**src/rtl/opfb_fir_cfg_axis_stall_detector.sv**
```systemverilog
// Per-channel AXI-Stream stall monitor: counts consecutive stall cycles, flags
// channels stalled for THRESH cycles, and latches sticky/first-blocked status.
module opfb_fir_cfg_axis_stall_detector #(
    parameter int NUM_CH = 1,
    parameter int CNT_W  = 16,
    parameter int THRESH = 1024
) (
    input  logic              clock,
    input  logic              reset,
    input  logic              enable,
    input  logic [NUM_CH-1:0] tvalid,
    input  logic [NUM_CH-1:0] tready,
    input  logic [NUM_CH-1:0] rd_wait,
    input  logic              clear_sticky,
    output logic [NUM_CH-1:0] axis_block_sigs,
    output logic [NUM_CH-1:0] stall_sticky,
    output logic [2:0]        first_ch,
    output logic              first_valid
);

    localparam logic [CNT_W-1:0] THR     = CNT_W'(THRESH);
    localparam logic [CNT_W-1:0] CNT_MAX = {CNT_W{1'b1}};

    typedef enum logic {
        IDLE     = 1'b0,
        CAPTURED = 1'b1
    } state_t;

    logic [CNT_W-1:0]  cnt_r [NUM_CH];
    logic [NUM_CH-1:0] stall_s;
    logic [NUM_CH-1:0] xfer_s;
    logic [NUM_CH-1:0] over_s;
    logic [NUM_CH-1:0] rise_s;
    logic [NUM_CH-1:0] block_r;
    logic [NUM_CH-1:0] sticky_r;
    logic [2:0]        lowest_s;
    logic [2:0]        first_ch_r;
    logic [2:0]        first_ch_s;
    logic              first_valid_r;
    state_t            state_r;
    state_t            state_s;

    // Per-channel stall/transfer decode and threshold compare on the held count
    always_comb begin
        stall_s = (tvalid & ~tready) | (rd_wait & ~tvalid);
        xfer_s  = tvalid & tready;
        over_s  = '0;
        for (int i = 0; i < NUM_CH; i++) begin
            over_s[i] = (cnt_r[i] >= THR);
        end
        rise_s = over_s & ~block_r;
    end

    // Saturating stall counters; any clear condition beats the increment
    always_ff @(posedge clock) begin
        for (int i = 0; i < NUM_CH; i++) begin
            if (reset || !enable || xfer_s[i] || !stall_s[i]) begin
                cnt_r[i] <= '0;
            end else if (cnt_r[i] != CNT_MAX) begin
                cnt_r[i] <= cnt_r[i] + {{(CNT_W-1){1'b0}}, 1'b1};
            end else begin
                cnt_r[i] <= cnt_r[i];
            end
        end
    end

    // Blocked flags and sticky status; a new rise wins over a same-cycle clear
    always_ff @(posedge clock) begin
        if (reset) begin
            block_r  <= '0;
            sticky_r <= '0;
        end else begin
            block_r  <= over_s;
            sticky_r <= (clear_sticky ? {NUM_CH{1'b0}} : sticky_r) | rise_s;
        end
    end

    // Lowest-index channel among those rising this cycle
    always_comb begin
        lowest_s = 3'd0;
        for (int i = NUM_CH - 1; i >= 0; i--) begin
            if (rise_s[i]) begin
                lowest_s = 3'(i);
            end else begin
                lowest_s = lowest_s;
            end
        end
    end

    // Capture FSM next state: first block after a clear is latched, later ones ignored
    always_comb begin
        state_s    = state_r;
        first_ch_s = first_ch_r;
        case (state_r)
            IDLE: begin
                if (|rise_s) begin
                    state_s    = CAPTURED;
                    first_ch_s = lowest_s;
                end else begin
                    state_s    = IDLE;
                    first_ch_s = 3'd0;
                end
            end
            CAPTURED: begin
                if (clear_sticky && (|rise_s)) begin
                    state_s    = CAPTURED;
                    first_ch_s = lowest_s;
                end else if (clear_sticky) begin
                    state_s    = IDLE;
                    first_ch_s = 3'd0;
                end else begin
                    state_s    = CAPTURED;
                    first_ch_s = first_ch_r;
                end
            end
            default: begin
                state_s    = IDLE;
                first_ch_s = 3'd0;
            end
        endcase
    end

    // Capture FSM state and its registered outputs
    always_ff @(posedge clock) begin
        if (reset) begin
            state_r       <= IDLE;
            first_ch_r    <= 3'd0;
            first_valid_r <= 1'b0;
        end else begin
            state_r       <= state_s;
            first_ch_r    <= first_ch_s;
            first_valid_r <= (state_s == CAPTURED);
        end
    end

    assign axis_block_sigs = block_r;
    assign stall_sticky    = sticky_r;
    assign first_ch        = first_ch_r;
    assign first_valid     = first_valid_r;

endmodule

```
**config.mk**
```make
export PLATFORM = sky130hd
export DESIGN_NAME = opfb_fir_cfg_axis_stall_detector
export DESIGN_NICKNAME = d
export VERILOG_FILES = /design/src/rtl/opfb_fir_cfg_axis_stall_detector.sv
export SDC_FILE = /design/constraint.sdc
export NUM_CORES = 1
export LEC_CHECK = 0
export ABC_AREA = 0
export CAP_MARGIN = 20
export CORE_MARGIN = 1.5
export CORE_UTILIZATION = 53
export DETAILED_ROUTE_END_ITERATION = 7
export MAX_ROUTING_LAYER = met4
export PLACE_DENSITY = 0.77
export SLEW_MARGIN = 20
export SYNTH_ARGS = -nofsm -noshare
export SYNTH_HDL_FRONTEND = slang
export SYNTH_SLANG_ARGS = --single-unit
```
**constraint.sdc**
```tcl
create_clock -name clock -period 2.9 [get_ports clock]
set_input_delay 0.725 -clock clock [delete_from_list [all_inputs] [get_ports clock]]
set_output_delay 0.725 -clock clock [all_outputs]
set_load 0.01 [all_outputs]
```
==> metrics.cfg <==
[power]
p_int_mw=0.356
swShare_pct=20.0
cellPowerDensity_nw_per_um2=369
ir_drop_v=0.000283
combinationalPowerShare_pct=4.2
p_sw_mw=0.0887
leakagePower_nw=0.387
pwr-share-clk_pct=29.8
pwr-share-seq_pct=66.0

[die]
coreArea_um2=1920
pin_count=13
die_height_um=47.8
fp.dieW_um=47.8
dieArea_um2=2280
start_util_pct=55.3
num_rows=16

[detailed_routing]
drc=0
vias_per_cell=5.30
num_vias=779
drt_iter0_drc=29
wire_per_inst_um=12.0
drtAntennaViolNets=0
first_pass_iters=4
wl_mm=1.77

[timing]
finalCritPeriodShare_pct=74.5
slew_headroom_pct=63.4
finalHoldViolations=0
worst_slew_pin_slew_ns=0.550
whs_ns=0.520
tns_ns=0
rsz0062_at_grt=false
max_clock_freq_ghz=0.463
final_max_slew_viol_count=0
finalSetupViolations=0
period_minus_slack_ns=2.16
finClkSkew_ns=0.00260

[cts]
cts_post_setup_buffers_inserted=0
path_clk_slew_ns=0.10
ctsResizeCount=0
htree_levels=1
cts_root_buf=clkbuf_4
numCtsBuffers=3
cts_tree=yes
hold_buffers=0
clock_sinks=19
worstSkewPairLatency_ns=0.29
clockBufferDepth=2

[critical_path]
critPathKind=reg2reg
worstPathMaxFanout=13
slowest_stage=o21ai_2
reg2reg_to=cnt_r[0][11]$_SDFFCE_PN0P_
critical_path_arrival_ns=2.19
worstPathRequired_ns=2.93
r2r_setup_slack_ns=0.74
end_kind=flip-flop
rr_startpoint=cnt_r[0][0]$_SDFFCE_PN0P_
startpoint=cnt_r[0][0]$_SDFFCE_PN0P_
reg2reg_depth=5
slowest_delay_ns=0.49
path_cells=ha_1 -> nand2_1 -> or4_4 -> o21ai_2 -> nor2_1
crit_end=cnt_r[0][11]$_SDFFCE_PN0P_
crit_path_start_kind=flip-flop

[synthesis]
yosysMostFrequentCell=nor2_1
synth_fa_ha_area_share_pct=2.36
synth-main-ff-cell=edfxtp_1
synth.avg_cell_area_um2=9.93
synth-async-reset-ratio_pct=0
synth_xor_area_share_pct=9.07
synthDistinctLibCells=28
synthMuxAreaShare_pct=0
synth-seq-cells=19
synth-compound-area-share_pct=7.77
synth_area_um2=1060
synth_edf_count=16
yosys.area.top_type=edfxtp_1
netlist.area_leader.share_pct=45.2
ys_seq_area_share_pct=50.9
synth.area.top_cells=edfxtp_1 45%, xnor2_1 7.4%, nor2_1 6.7%
synthSimpleGateAreaFrac_pct=23.9
synth.yosys.warnings=0
synth_top_family_by_area=simple AND/OR/NAND/NOR gates
synth_cells=107
yosys-top-cells-count=19 x nor2_1, 16 x edfxtp_1, 9 x xnor2_1

[cells_and_area]
finalNonFillerCells=147
drive_gt1_share_pct=8.33
areaGrowthSynthToFinish_pct=13.4
final_nets=130
antenna_cells=0
fillers=172

[global_route]
grt-ovfl-total=0
grt_max_degree=14
antenna_found_initial=0
track_usage_pct=18.0
grt_pass1_wl_mm=2.79
grt_pass1_vias=665

[placement]
placedCellCount=143
port_buffers=9
hpwl_mm=1.33
place_congestion=0.837

[run]
maxCapViolCount=0

[outcome]
status=completed

[worst_hold_path]
hold_path.class=reg2reg

## worst max-delay path: cells and delay by family (launching register included)
kind / cells / cell delay (ns)
AND/OR/NAND/NOR: 3 / 0.68
AO/OA/AOI/OAI: 1 / 0.49
flip-flops: 1 / 0.42
adder cells (fa/ha/maj): 1 / 0.30
## state kept, by name, summed over array words and instances, names as in the netlist
name             flops
axis_block_sigs      1
cnt_r               16
stall_sticky         1
state_r              1
## worst min-delay path by stage
stage	from	cells past startpoint	to
floorplan	stall_sticky$_SDFF_PP0_	2	stall_sticky$_SDFF_PP0_
global placement	stall_sticky$_SDFF_PP0_	2	stall_sticky$_SDFF_PP0_
detailed placement	state_r$_SDFF_PP0_	2	state_r$_SDFF_PP0_
CTS	state_r$_SDFF_PP0_	2	state_r$_SDFF_PP0_
global route	stall_sticky$_SDFF_PP0_	2	stall_sticky$_SDFF_PP0_
finish	state_r$_SDFF_PP0_	2	state_r$_SDFF_PP0_
## area by class of cell
cell class	count	area [um2]	area share, %
Clock buffer	4	26.3	2.18
Inverter	8	30.0	2.49
Timing Repair Buffer	11	105	8.72
Tap cell	27	33.8	2.80
Multi-Input combinational cell	78	469	38.9
Sequential cell	19	541	44.9
## metal layers
metal / vias to the layer above / GRT usage (%) / part of all wire (%)
met5: - / - / 0
met4: 0 / 8.11 / 1.5
met3: 4 / 2.26 / 3.1
met2: 18 / 26.4 / 46
met1: 361 / 24.9 / 49
li1: 396 / - / -
## power groups by stage
stage	clock network [mW]	logic, mW	registers, mW
finish	0.132	0.0189	0.293
global route	0.142	0.0213	0.293
CTS	0.136	0.0190	0.293
detailed placement	0	0.0190	0.299
global placement	0	0.0183	0.299
floorplan	0	0.0124	0.299
## cell families after synthesis
group,count (synthesis)
flip-flops,19
AND/OR/NAND/NOR,49
buffers and inverters,12
XOR/XNOR,11
adder cells (fa/ha/maj),2
other,1
AO/OA/AOI/OAI,13
## layout by cell type, fill, tap and decap left out, drive strengths merged
master,count
clkdlybuf4s50,9
o32ai,1
nand4,4
xnor2,9
dfxtp,3
nor2,19
xor2,2
buf,2
o211ai,1
nand2b,4
and4,1
nor3,3
edfxtp,16
o31ai,1
or4,1
conb,3
nand3,5
ha,2
clkbuf,4
or3b,1
nor4,3
a21oi,6
inv,8
a21o,1
or3,2
nand2,6
a211oi,1
o21ai,2
## through the flow
stage | power [mW] | cell area, um2 | util, % | worst slack (ns)
after global routing | 0.457 | 1200 | 62.7 | 0.605
after CTS | 0.449 | 1200 | 62.7 | 0.714
final | 0.444 | 1200 | 62.7 | 0.740
after detailed placement | 0.318 | 1180 | 61.3 | 0.570
after global placement | 0.318 | 1180 | 61.3 | 0.602
after floorplan | 0.312 | 1070 | - | 0.737
No activity file was read; power rests on OpenSTA's default activity.
